--- config.mk ---
export PLATFORM = sky130hd
export DESIGN_NAME = muldiv_iter_flat
export DESIGN_NICKNAME = d
export VERILOG_FILES = /design/src/rtl/muldiv_pkg.sv /design/src/rtl/muldiv_if.sv /design/src/rtl/muldiv_step.sv /design/src/rtl/muldiv_iter.sv /design/src/flat_wrapper.sv
export SDC_FILE = /design/constraint.sdc
export NUM_CORES = 1
export LEC_CHECK = 0
export BUFFER_PORTS_ARGS = -buffer_cell sky130_fd_sc_hd__buf_2
export CORE_ASPECT_RATIO = 1.1
export CORE_MARGIN = 1
export CORE_UTILIZATION = 35
export CTS_CLUSTER_DIAMETER = 60
export CTS_CLUSTER_SIZE = 28
export DETAILED_ROUTE_END_ITERATION = 7
export PLACE_DENSITY = 0.48
export SLEW_MARGIN = 0
export SYNTH_ARGS = -nofsm -noshare
export SYNTH_HDL_FRONTEND = slang
export SYNTH_SLANG_ARGS = --single-unit
--- constraint.sdc ---
create_clock -name clk -period 5 [get_ports clk]
set_input_delay 0.25 -clock clk [delete_from_list [all_inputs] [get_ports clk]]
set_output_delay 0.25 -clock clk [all_outputs]
set_load 0.05 [all_outputs]
--- src/rtl/muldiv_pkg.sv ---
// Shared types and op decode helpers for the iterative RV32M multiply/divide unit.
package muldiv_pkg;

  typedef enum logic [2:0] {
    OP_MUL    = 3'b000,
    OP_MULH   = 3'b001,
    OP_MULHSU = 3'b010,
    OP_MULHU  = 3'b011,
    OP_DIV    = 3'b100,
    OP_DIVU   = 3'b101,
    OP_REM    = 3'b110,
    OP_REMU   = 3'b111
  } op_e;

  typedef enum logic [1:0] {
    S_IDLE,
    S_RUN,
    S_FIX,
    S_DONE
  } state_e;

  function automatic logic is_div(op_e op);
    return op[2];
  endfunction

  function automatic logic is_rem(op_e op);
    return op[2] & op[1];
  endfunction

  function automatic logic is_signed_a(op_e op);
    return (op == OP_MULH) || (op == OP_MULHSU) || (op == OP_DIV) || (op == OP_REM);
  endfunction

  function automatic logic is_signed_b(op_e op);
    return (op == OP_MULH) || (op == OP_DIV) || (op == OP_REM);
  endfunction

  function automatic logic want_high(op_e op);
    return (op == OP_MULH) || (op == OP_MULHSU) || (op == OP_MULHU);
  endfunction

endpackage

--- src/rtl/muldiv_if.sv ---
// Request/response bundle between a core (master) and the multiply/divide unit (slave).
interface muldiv_if #(parameter int XLEN = 32);
  logic            start;
  logic            kill;
  logic [2:0]      funct3;
  logic [XLEN-1:0] a;
  logic [XLEN-1:0] b;
  logic            busy;
  logic            done;
  logic [XLEN-1:0] result;

  modport master (output start, kill, funct3, a, b, input busy, done, result);
  modport slave  (input start, kill, funct3, a, b, output busy, done, result);
endinterface

--- src/rtl/muldiv_step.sv ---
// Combinational datapath: BPC shift-add (multiply) or restore-subtract (divide) steps
// on the {acc, opnd} pair, with `other` as multiplicand or divisor.
module muldiv_step #(
  parameter int XLEN = 32,
  parameter int BPC  = 1
) (
  input  logic            is_div,
  input  logic [XLEN-1:0] acc_in,
  input  logic [XLEN-1:0] opnd_in,
  input  logic [XLEN-1:0] other,
  output logic [XLEN-1:0] acc_out,
  output logic [XLEN-1:0] opnd_out
);

  logic [BPC:0][XLEN-1:0] acc_s;
  logic [BPC:0][XLEN-1:0] opnd_s;

  assign acc_s[0]  = acc_in;
  assign opnd_s[0] = opnd_in;

  // Multiply shifts the product right; divide shifts the remainder left.
  // The remainder is always below the divisor, so the shifted value fits in XLEN+1 bits
  // and the low XLEN bits of the difference are exact when it does not borrow.
  for (genvar i = 0; i < BPC; i++) begin : g_step
    logic [XLEN:0] sum;
    logic [XLEN:0] rem_sh;
    logic          ge;

    assign sum    = {1'b0, acc_s[i]} + (opnd_s[i][0] ? {1'b0, other} : {(XLEN+1){1'b0}});
    assign rem_sh = {acc_s[i], opnd_s[i][XLEN-1]};
    assign ge     = rem_sh >= {1'b0, other};

    assign acc_s[i+1]  = is_div ? (ge ? rem_sh[XLEN-1:0] - other : rem_sh[XLEN-1:0])
                                : sum[XLEN:1];
    assign opnd_s[i+1] = is_div ? {opnd_s[i][XLEN-2:0], ge}
                                : {sum[0], opnd_s[i][XLEN-1:1]};
  end

  assign acc_out  = acc_s[BPC];
  assign opnd_out = opnd_s[BPC];

endmodule

--- src/rtl/muldiv_iter.sv ---
// Iterative RV32M multiply/divide unit with start/busy/done handshake and kill.
module muldiv_iter
  import muldiv_pkg::*;
#(
  parameter int XLEN           = 32,
  parameter int BITS_PER_CYCLE = 1
) (
  input logic     clk,
  input logic     reset,
  muldiv_if.slave bus
);

  localparam int N  = XLEN / BITS_PER_CYCLE;
  localparam int CW = $clog2(N + 1);
  localparam logic [CW-1:0]   LAST     = CW'(N - 1);
  localparam logic [XLEN-1:0] MOST_NEG = {1'b1, {(XLEN-1){1'b0}}};

  state_e            state, state_next;
  logic [CW-1:0]     cnt;
  op_e               op;
  logic [XLEN-1:0]   acc, opnd, other;
  logic              neg;
  logic [XLEN-1:0]   result_q;

  op_e               op_in;
  logic              sign_a, sign_b, div_zero, div_ovf, fast, accept, neg_in;
  logic [XLEN-1:0]   mag_a, mag_b, acc_step, opnd_step;
  logic [2*XLEN-1:0] prod, prod_fix;
  logic [XLEN-1:0]   q_fix, r_fix, fix_result;

  assign op_in    = op_e'(bus.funct3);
  assign sign_a   = is_signed_a(op_in) & bus.a[XLEN-1];
  assign sign_b   = is_signed_b(op_in) & bus.b[XLEN-1];
  assign mag_a    = sign_a ? -bus.a : bus.a;
  assign mag_b    = sign_b ? -bus.b : bus.b;
  assign div_zero = is_div(op_in) && (bus.b == '0);
  assign div_ovf  = ((op_in == OP_DIV) || (op_in == OP_REM)) && (bus.a == MOST_NEG) && (bus.b == '1);
  assign fast     = div_zero | div_ovf;
  assign neg_in   = is_rem(op_in) ? sign_a : (sign_a ^ sign_b);
  assign accept   = bus.start && !bus.kill && ((state == S_IDLE) || (state == S_DONE));

  muldiv_step #(.XLEN(XLEN), .BPC(BITS_PER_CYCLE)) u_step (
    .is_div   (is_div(op)),
    .acc_in   (acc),
    .opnd_in  (opnd),
    .other    (other),
    .acc_out  (acc_step),
    .opnd_out (opnd_step)
  );

  // Multiply leaves the product in {acc, opnd}; divide leaves remainder in acc, quotient in opnd.
  assign prod       = {acc, opnd};
  assign prod_fix   = neg ? -prod : prod;
  assign q_fix      = neg ? -opnd : opnd;
  assign r_fix      = neg ? -acc : acc;
  assign fix_result = is_div(op) ? (is_rem(op) ? r_fix : q_fix)
                                 : (want_high(op) ? prod_fix[2*XLEN-1:XLEN] : prod_fix[XLEN-1:0]);

  always_ff @(posedge clk or negedge reset) begin
    if (!reset) state <= S_IDLE;
    else        state <= state_next;
  end

  always_comb begin
    state_next = state;
    case (state)
      S_IDLE, S_DONE: state_next = accept ? (fast ? S_FIX : S_RUN) : S_IDLE;
      S_RUN:          if (bus.kill) state_next = S_IDLE;
                      else if (cnt == LAST) state_next = S_FIX;
      S_FIX:          state_next = bus.kill ? S_IDLE : S_DONE;
      default:        state_next = S_IDLE;
    endcase
  end

  // Fast-path ops preload {acc, opnd} with the final remainder/quotient so FIX just selects.
  always_ff @(posedge clk or negedge reset) begin
    if (!reset) begin
      cnt      <= '0;
      op       <= OP_MUL;
      acc      <= '0;
      opnd     <= '0;
      other    <= '0;
      neg      <= 1'b0;
      result_q <= '0;
    end else begin
      if (accept) begin
        op  <= op_in;
        cnt <= '0;
        if (div_zero) begin
          acc  <= bus.a;
          opnd <= '1;
          neg  <= 1'b0;
        end else if (div_ovf) begin
          acc  <= '0;
          opnd <= bus.a;
          neg  <= 1'b0;
        end else begin
          acc   <= '0;
          opnd  <= is_div(op_in) ? mag_a : mag_b;
          other <= is_div(op_in) ? mag_b : mag_a;
          neg   <= neg_in;
        end
      end else if ((state == S_RUN) && !bus.kill) begin
        acc  <= acc_step;
        opnd <= opnd_step;
        cnt  <= (cnt == LAST) ? '0 : cnt + CW'(1);
      end
      if ((state == S_FIX) && !bus.kill) result_q <= fix_result;
    end
  end

  assign bus.busy   = (state == S_RUN) || (state == S_FIX);
  assign bus.done   = (state == S_DONE);
  assign bus.result = result_q;

endmodule

--- src/flat_wrapper.sv ---
// flat-port wrapper written by rule: the top's interface ports become plain ports
module muldiv_iter_flat import muldiv_pkg::*;
#(
  parameter int XLEN           = 32,
  parameter int BITS_PER_CYCLE = 1
)
  (clk, reset, bus_start, bus_kill, bus_funct3, bus_a, bus_b, bus_busy, bus_done, bus_result);
  muldiv_if #(.XLEN(XLEN)) bus_i ();
  input logic clk;
  input logic reset;
  input wire logic [$bits(bus_i.start)-1:0] bus_start;
  input wire logic [$bits(bus_i.kill)-1:0] bus_kill;
  input wire logic [$bits(bus_i.funct3)-1:0] bus_funct3;
  input wire logic [$bits(bus_i.a)-1:0] bus_a;
  input wire logic [$bits(bus_i.b)-1:0] bus_b;
  output wire logic [$bits(bus_i.busy)-1:0] bus_busy;
  output wire logic [$bits(bus_i.done)-1:0] bus_done;
  output wire logic [$bits(bus_i.result)-1:0] bus_result;
  assign bus_i.start = bus_start;
  assign bus_i.kill = bus_kill;
  assign bus_i.funct3 = bus_funct3;
  assign bus_i.a = bus_a;
  assign bus_i.b = bus_b;
  assign bus_busy = bus_i.busy;
  assign bus_done = bus_i.done;
  assign bus_result = bus_i.result;
  muldiv_iter #(.XLEN(XLEN), .BITS_PER_CYCLE(BITS_PER_CYCLE)) u_core (.clk(clk), .reset(reset), .bus(bus_i));
endmodule
## Yosys cells after proc, flatten, opt, wreduce, memory -nomap -nowiden

Index checks and enable logic that the tools add are counted.

| operators by class | value |
|---|---|
| order comparisons | 1 |
| multiplexer cells | 33 |
| eq/ne operators | 14 |
| $add $sub $neg | 8 |
| bitwise logic cells | 8 |
| reduce and logical (&&, ||, !) cells | 23 |
| div/mod/pow operators | 0 |
| multipliers | 0 |
| shift-type cells | 0 |

Operators with widths:

| cell | count |
|---|---|
| $mux W32 | 20 |
| $neg A32 Y32 | 4 |
| $eq A32 B32 Y1 const B | 2 |
| $mux W64 | 1 |
| $neg A64 Y64 | 1 |
| $add A32 B33 Y33 | 1 |
| $ge A33 B32 Y1 | 1 |
| $logic_not A32 Y1 | 1 |
| $sub A32 B32 Y32 | 1 |
| $mux W6 | 3 |
| $logic_or A1 B1 Y1 | 10 |
| $mux W2 | 5 |
| $eq A3 B2 Y1 const B | 3 |
| $logic_and A1 B1 Y1 | 7 |
| $add A6 B1 Y6 const B | 1 |
| $eq A3 B1 Y1 const B | 2 |
| $eq A3 B3 Y1 const B | 2 |
| $eq A6 B5 Y1 const B | 1 |
| $pmux W2 S3 | 1 |
| $and A1 B1 Y1 | 4 |
| $eq A2 B2 Y1 const B | 2 |
| $mux W1 | 3 |
| $ne A3 B2 Y1 const B | 1 |
| $reduce_and A3 Y1 | 1 |
| 8 further kinds | 9 |

| word-level totals | value |
|---|---|
| ROM bits | 0 |
| memories kept | 0 |
| output and inout bits | 34 |
| input bits | 71 |
| register bits | 140 |
| RAM bits | 0 |
| latch bits | 0 |

## Longest topological paths before layout

Gate-level depths: netlist (run 1).

| logic depth | value |
|---|---|
| depth after elaboration | 10 |
| mapped depth | 14 |
| depth with buffers taken out | 12 |

## Hierarchy

Synthesis (run 1) repeated with hierarchy kept, for this count alone.

| second synthesis, totals | value |
|---|---|
| cells, all modules | 2015 |
| area total of the unflattened synthesis | 15336.0 sq um |

By module, submodules not included:

| module | cells an instance | area an instance (sq um) | times used |
|---|---|---|---|
| muldiv_iter | 1361 | 10821.6 | 1 |
| muldiv_step | 654 | 4514.3 | 1 |

## Worst setup path after synthesis (run 1)

OpenSTA, ideal clock, no wires.

| path | value |
|---|---|
| path kind | register -> register |
| start point | reg u_core.opnd[0] |
| end point | reg u_core.acc[31] |
| library setup time | 0.136 ns |
| arrival time | 3.541 ns |
| buffers on the path | 1 |
| data required time | 4.864 ns |
| cell stages (with the launch flop) | 14 |
| slack | 1.323 ns |
| cells stage by stage | dfrtp_1 > clkinv_1 > clkbuf_1 > nor2_1 > fa_1 > a211oi_1 > o211ai_1 > a41oi_1 > o21ai_1 > a31o_2 > a2111oi_0 > nor3_1 > a2111oi_0 > o31ai_1 |

| on the way | value |
|---|---|
| longest elaborated chain between the ends | 5 |

RTL lines:

| what | line | source |
|---|---|---|
| start, declared | muldiv_iter.sv:21 | `logic [XLEN-1:0] acc, opnd, other;` |
| start signal, assigned | muldiv_iter.sv:95 | `opnd <= bus.a;` |
| start signal, assigned | muldiv_iter.sv:99 | `opnd <= is_div(op_in) ? mag_a : mag_b;` |
| start signal, assigned | muldiv_iter.sv:105 | `opnd <= opnd_step;` |
| $mux W32 | muldiv_step.sv:29 | `assign sum = {1'b0, acc_s[i]} + (opnd_s[i][0] ? {1'b0, other} : {(XLEN+1){1'b0}});` |
| $add A32 B33 Y33 | muldiv_step.sv:29 |  |
| $mux W32 | muldiv_step.sv:33 | `assign acc_s[i+1] = is_div ? (ge ? rem_sh[XLEN-1:0] - other : rem_sh[XLEN-1:0])` |
| $mux W32 | muldiv_iter.sv:103 | `end else if ((state == S_RUN) && !bus.kill) begin` |
| $mux W32 | muldiv_iter.sv:86 | `if (accept) begin` |
| end signal, assigned | muldiv_iter.sv:90 | `acc <= bus.a;` |
| end signal, assigned | muldiv_iter.sv:104 | `acc <= acc_step;` |
| end, declared | muldiv_iter.sv:21 |  |

No other way between the ends. The select of a mux whose other input is x is not followed.
A chain may end at the register's enable or synchronous reset.

## Final worst setup path (run 1)

| path | value |
|---|---|
| start point | reg u_core.acc[2] |
| end point | reg u_core.acc[20] |

| on the way | value |
|---|---|
| longest elaborated chain between the ends | 5 |
| elaborated cells on any way between the ends | 7 |
| classes of those cells | add/sub (2); order compare (1); mux (4) |

RTL lines:

| what | line |
|---|---|
| $sub A32 B32 Y32 / $ge A33 B32 Y1 (equally long branches) | muldiv_step.sv:33, muldiv_step.sv:31 |
| $mux W32 | muldiv_step.sv:33 |
| $mux W32 (*) | muldiv_step.sv:33 |
| $mux W32 (*) | muldiv_iter.sv:103 |
| $mux W32 (*) | muldiv_iter.sv:86 |

Mark *: on every way between the ends. The rest lies on a longest branch, timed or not. The select of a mux whose other input is x is not followed.

==> results of run 1 <==
[cell usage in the layout (no fill, tap or decap), types with 9 or more instances in the layout]
master,synthesis,final
o31ai_1,40,40
o22ai_1,24,24
xor2_1,69,69
xnor2_1,100,100
or4_1,9,9
nor3_1,40,40
mux2i_1,62,62
nand3_1,29,29
nor2_1,215,213
o211ai_1,18,18
o21a_1,17,17
and2_1,14,14
and3_1,10,10
o21ai_0,193,193
buf_2,10,103
nand2_1,207,207
nor4_1,15,14
buf_4,3,33
o41ai_1,15,15
inv_1,75,75
ha_1,73,73
nor2b_1,13,12
nand2b_1,19,17
mux2_2,12,12
o21bai_1,11,11
or2_2,12,12
clkbuf_16,0,17
a22oi_1,11,11
a211oi_1,30,30
a22o_1,15,15
nand4_1,17,17
or3_1,18,18
a31oi_1,26,25
a21oi_1,184,184
a21o_1,31,31
a221oi_1,10,10
a221o_1,9,9
dfrtp_1,140,138
[flip-flops by register name (all words and copies together) (netlist names)]
register and cells:
u_core.op 3, u_core.cnt 6, u_core.other 32, u_core.neg 1
u_core.opnd 32, u_core.acc 32, u_core.state 2, u_core.bus.result 32
[layer usage]
layer | vias to the layer above | share of wire
li1 | 7409 | -
met1 | 7531 | 0.45
met2 | 604 | 0.45
met3 | 84 | 0.062
met4 | 2 | 0.032
met5 | - | 0.00020
[worst max path at each step]
stage / from / cells after the start / end / slack, ns
4_1_cts: u_core.opnd[0] / 13 / u_core.acc[31] / 0.85
6_report: u_core.acc[2] / 11 / u_core.acc[20] / 0.82
3_3_place_gp: u_core.opnd[0] / 13 / u_core.acc[31] / 0.93
3_5_place_dp: u_core.opnd[0] / 13 / u_core.acc[31] / 0.88
5_1_grt: u_core.acc[2] / 11 / u_core.acc[20] / 0.64
2_1_floorplan: u_core.opnd[0] / 13 / u_core.acc[31] / 1.32
[report_power, final]
part / total (mW) / switching (mW) / internal, mW
Clock: 1.43 / 0.615 / 0.811
Sequential: 2.63 / 1.00 / 1.63
Combinational: 8.48 / 5.38 / 3.10
Total: 12.5 / 6.99 / 5.55
[cell families (layout without fill, tap and decap cells)]
family,after synthesis,after routing,share of synthesized area
flip-flops,140,140,0.233
AND/OR/NAND/NOR,650,650,0.205
multiplexers,74,74,0.0502
AO/OA/AOI/OAI,702,702,0.293
adder cells (fa/ha/maj),75,75,0.0633
XOR/XNOR,169,169,0.0983
buffers and inverters,215,246,0.0579
[area by class of cell]
class | count | area (um2) | share of cell area
clock buffers | 18 | 439 | 0.0264
well taps | 567 | 709 | 0.0427
inverters | 76 | 285 | 0.0172
repair buffers | 138 | 785 | 0.0472
clock inverters | 14 | 184 | 0.0111
flip-flops and latches | 140 | 3510 | 0.211
multi-input cells | 1670 | 10700 | 0.645
[worst max-delay path, stage by stage (launching register included)]
cell	delay [ns]
dfrtp_1	0.57
ha_1	0.46
o21a_1	0.15
o31a_1	0.23
o22ai_1	0.20
o31ai_1	0.66
a31oi_1	0.31
a31oi_4	0.24
buf_4	0.41
mux2_2	0.39
a221oi_1	0.32
a21oi_1	0.11
[per-stage QoR]
stage | power, mW | cell area (um2) | setup slack (ns)
5_1_grt | 13.4 | 16600 | 0.641
3_3_place_gp | 11.0 | 16000 | 0.934
4_1_cts | 12.4 | 16600 | 0.850
6_report | 12.5 | 16600 | 0.820
3_5_place_dp | 10.9 | 16000 | 0.879
2_1_floorplan | 8.34 | 15100 | 1.32
==> run metrics, run 1 <==
status complete, no violations; first-pass GRT wire length 94400 um; Hold Vio Cnt, Final 0; Worst Clk Skew 0.0112 ns; TNS Setup 0 ns; Seq cells post-synth 140; non-filler cells, final 2623; crit path DAT 4.53 ns; CTS Buffer Depth 2; # Post-CTS Setup Buffers 0; dpl cells 2590; Die H around 220 um; row count between 70 and 80; Pleak 7.07 nW; Post-CTS Resized 0; worst reg2reg path depth 11; H-tree lvl count 4; CTS root buf clkbuf_16; Via Count 15.6k; CTS Sinks 140; Routed Antenna Nets 0; antenna violations before repair 2; gr usage total 0.293; vias in the first global route approximately 15k; hold path startpoint bus_funct3[1]; actual slew at the worst max-slew pin 1.21 ns; drt drc 0; Commonest cells post-synth nor2_1, nand2_1, o21ai_0; RSZ-0062 raised after global routing no; pwr dens 754 nW/um2; Yosys warnings 0; hold depth 3; Via density 5.96; RePlAce Congestion between 0.9 and 1; ANT cells 0; fin nets 2189; Synth-to-Final Area Change 10.4%; number of flops mapped to enable cells by yosys 0; CP Max Fanout 27; IO Pins 105; cell count after synthesis about 2k; M1 GR Usage 0.407; clock period minus worst slack 4.18 ns; Netlist Area Pre-Place 15100 um2; Final HPWL DP 49300 um; cell accounting for the most synthesized area dfrtp_1; FF-to-FF setup slack just over 0.8 ns; die width 200 um; Main synth FF type dfrtp_1; layout cells sized above 1 0.108; number of port buffers 104; Hold WS 0.0407 ns; crit share post-route 0.836; TritonCTS Buffers 17; clock latency at the later pin of the worst-skew pair between 0.4 and 0.5 ns; clock slew at reported path FFs roughly 0.070 ns; largest net degree at the start of global routing 77; Util after Layout 0.392; CP Class reg -> reg; worst relative slew slack 0.187; Mean Syn Cell Area 7.44 um2; Post-CTS Hold Fix Bufs 1; met2 Use GR 0.463; Crit. End Element flop; Final setup viols 0; Routed WL per cell 24.3 um; MaxCap Viol Count 0; GRT busiest layer met2; Post-Syn Nets 2171; grt total ovfl 0; fill count 4523; Yosys cell types between 80 and 90; largest cells by area after synthesis dfrtp_1, o21ai_0, a21oi_1; CTS tree built; Worst Hold Class in -> reg; iteration-0 DRC count of the detailed router ~1.5k; met3 usage 0.0343; Async SR Flop Fraction 1.00; initial core utilization 0.355; most common cell in the synthesized netlist nor2_1; die footprint 43900 um2; FF-to-FF Start u_core.acc[2]; VDD IR max 312 uV; DR pass1 iterations 6; WL final 63600 um; Fmax ~0.24 GHz; final slew viol count 0; Synth top area share 0.233; RR Endpoint u_core.acc[20]; total core area about 42000 um2; WHS Endpoint u_core.op[1]; WP data required 5.35 ns; Critical Path Start Type flop; Seq/Total Area, Yosys 0.233
Note: power is estimated with default switching activity, not from simulation.
==> inputs of run 2 (changes only) <==
==> constraint.sdc (replaced) <==
create_clock -name clk -period 4.05 [get_ports clk]
set_input_delay 0.2025 -clock clk [delete_from_list [all_inputs] [get_ports clk]]
set_output_delay 0.2025 -clock clk [all_outputs]
set_load 0.05 [all_outputs]
==> run 2 against run 1 <==
Against the previous run: total power rose by 27%; worst hold slack got worse by 0.022 ns; cell count rose by 1.4%; clock power rose by 25%; register-to-register slack got worse by 0.49 ns; global-route usage fell by 0.47 points; cell area rose by 2.0%; largest cell class unchanged; largest power group unchanged.
==> run metrics, run 2 (synthesis results as in run 1) <==
clock latency at the later pin of the worst-skew pair 0.45 ns; Register Area 3510 um2; FF-to-FF setup slack 0.33 ns; TNS Setup 0 ns; fin nets ~2.2k; WL final between 60000 and 70000 um; VDD IR max 460 uV; CTS Buffer Depth 2; slowest stage cell, crit path a2111oi_0; status complete, no violations; Hold Vio Cnt, Final 0; Fmax 0.269 GHz; CP Class reg -> reg; gr usage total 0.289; hold depth 3; Setup crit end u_core.acc[24]; first-pass GRT wire length 93900 um; Hold WS 0.0187 ns; Worst Clk Skew approximately 0.015 ns; ANT cells 0; die width about 200 um; most used cell, CP buf_4; FF-to-FF Start u_core.opnd[0]; WP data required around 4.4 ns; CP Max Fanout 20; commonest non-fill, non-tap cell in the layout nor2_1; Final setup viols 0; most frequent cells in the layout nor2_1, nand2_1, o21ai_0; grt total ovfl 0; worst relative slew slack 0.402; RePlAce Congestion between 0.9 and 1; Final HPWL DP a little under 50000 um; IO Pins 105; clock slew at reported path FFs 0.07 ns; CTS root buf clkbuf_16; RR Endpoint u_core.acc[24]; H-tree lvl count 4; actual slew at the worst max-slew pin 0.893 ns; iteration-0 DRC count of the detailed router between 1k and 1.5k; row count 79; Crit. End Element flop; pwr dens 935 nW/um2; final slew viol count 0; MaxCap Viol Count 0; Synth-to-Final Area Change 12.6%; worst reg2reg path depth 13; # Post-CTS Setup Buffers 0; Via density 5.92; largest net degree at the start of global routing 80; Critical Path Start Type flop; Die H 220 um; Routed WL per cell 23.6 um; TritonCTS Buffers 17; crit share post-route 0.920; fill count ~4.5k; layout cells sized above 1 0.125; die footprint 43900 um2; Worst Hold Class in -> reg; initial core utilization 0.355; CTS Sinks 140; CP Launch Point u_core.opnd[0]; Via Count approximately 16k; drt drc 0; CP cell instances buf_4 > clkinv_1 > buf_4 > nor2_1 > ha_1 > a2111oi_0 > o311ai_0 > and2_1 > a21boi_0 > o31a_1 > nor3_1 > o31ai_1 > a21oi_1; total core area 42400 um2; Pleak 7.27 nW; Worst path max stage delay 0.62 ns; clock period minus worst slack 3.72 ns; CTS tree built; vias in the first global route about 15k; DR pass1 iterations 5; antenna violations before repair 0; number of port buffers 104; multi-input logic area approximately 11000 um2; RSZ-0062 raised after global routing no; crit path DAT 4.05 ns; Routed Antenna Nets 0
## run 2: cell types whose count changed in the layout (fill, tap and decap cells not counted), sizes merged
cell      delta
clkinvlp     +1
buf         +38
clkinv       -2
bufinv       +1
## run 2: layer usage
layer / GRT usage / part of all wire / vias to the layer above
li1: - / - / 7488
met1: 0.392 / 0.45 / 7600
met2: 0.457 / 0.45 / 587
met3: 0.0384 / 0.061 / 85
met4: 0.119 / 0.037 / 0
met5: 0 / 0 / -
## run 2: worst min-delay path by stage
stage             startpoint                     to
6_report       bus_funct3[1]           u_core.op[1]
3_5_place_dp           reset  u_core.bus.result[22]
2_1_floorplan          reset          u_core.acc[0]
3_3_place_gp           reset  u_core.bus.result[22]
5_1_grt        bus_funct3[1]           u_core.op[1]
4_1_cts        bus_funct3[1]           u_core.op[1]
## run 2: repair_timing
item,in CTS,in global routing
hold buffers,1,0
hold endpoints to repair,78,0
resized for setup,0,5
setup endpoints to repair,0,2
## run 2: metrics by stage
stage               instances  worst slack, ns  utilization  power [mW]  area (um2)
floorplan                2025            0.373            -        10.3       15100
global placement         2628            0.265        0.385        13.8       16300
detailed placement       2628            0.170        0.385        13.8       16300
CTS                      2661            0.177        0.400        15.7       17000
global route             2661           0.0389        0.400        17.0       17000
finish                   2661            0.326        0.400        15.9       17000
## run 2: area by class of cell
class	instances	area share
Clock buffer	18	0.0253
Clock inverter	14	0.0122
Inverter	76	0.0168
Multi-Input combinational cell	1670	0.633
Sequential cell	140	0.207
Tap cell	567	0.0418
Timing Repair Buffer	176	0.0645
## run 2: critical path, delay by kind of cell, from the launching register on
family,cells,cell delay [ns]
AO/OA/AOI/OAI,6,1.98
buffers and inverters,3,0.50
AND/OR/NAND/NOR,3,0.39
flip-flops,1,0.37
adder cells (fa/ha/maj),1,0.35
## run 2: power by group
group / switching (mW) / internal (mW)
clock: 0.739 / 1.05
sequential: 0.874 / 2.02
combinational: 7.11 / 4.08
total: 8.73 / 7.14
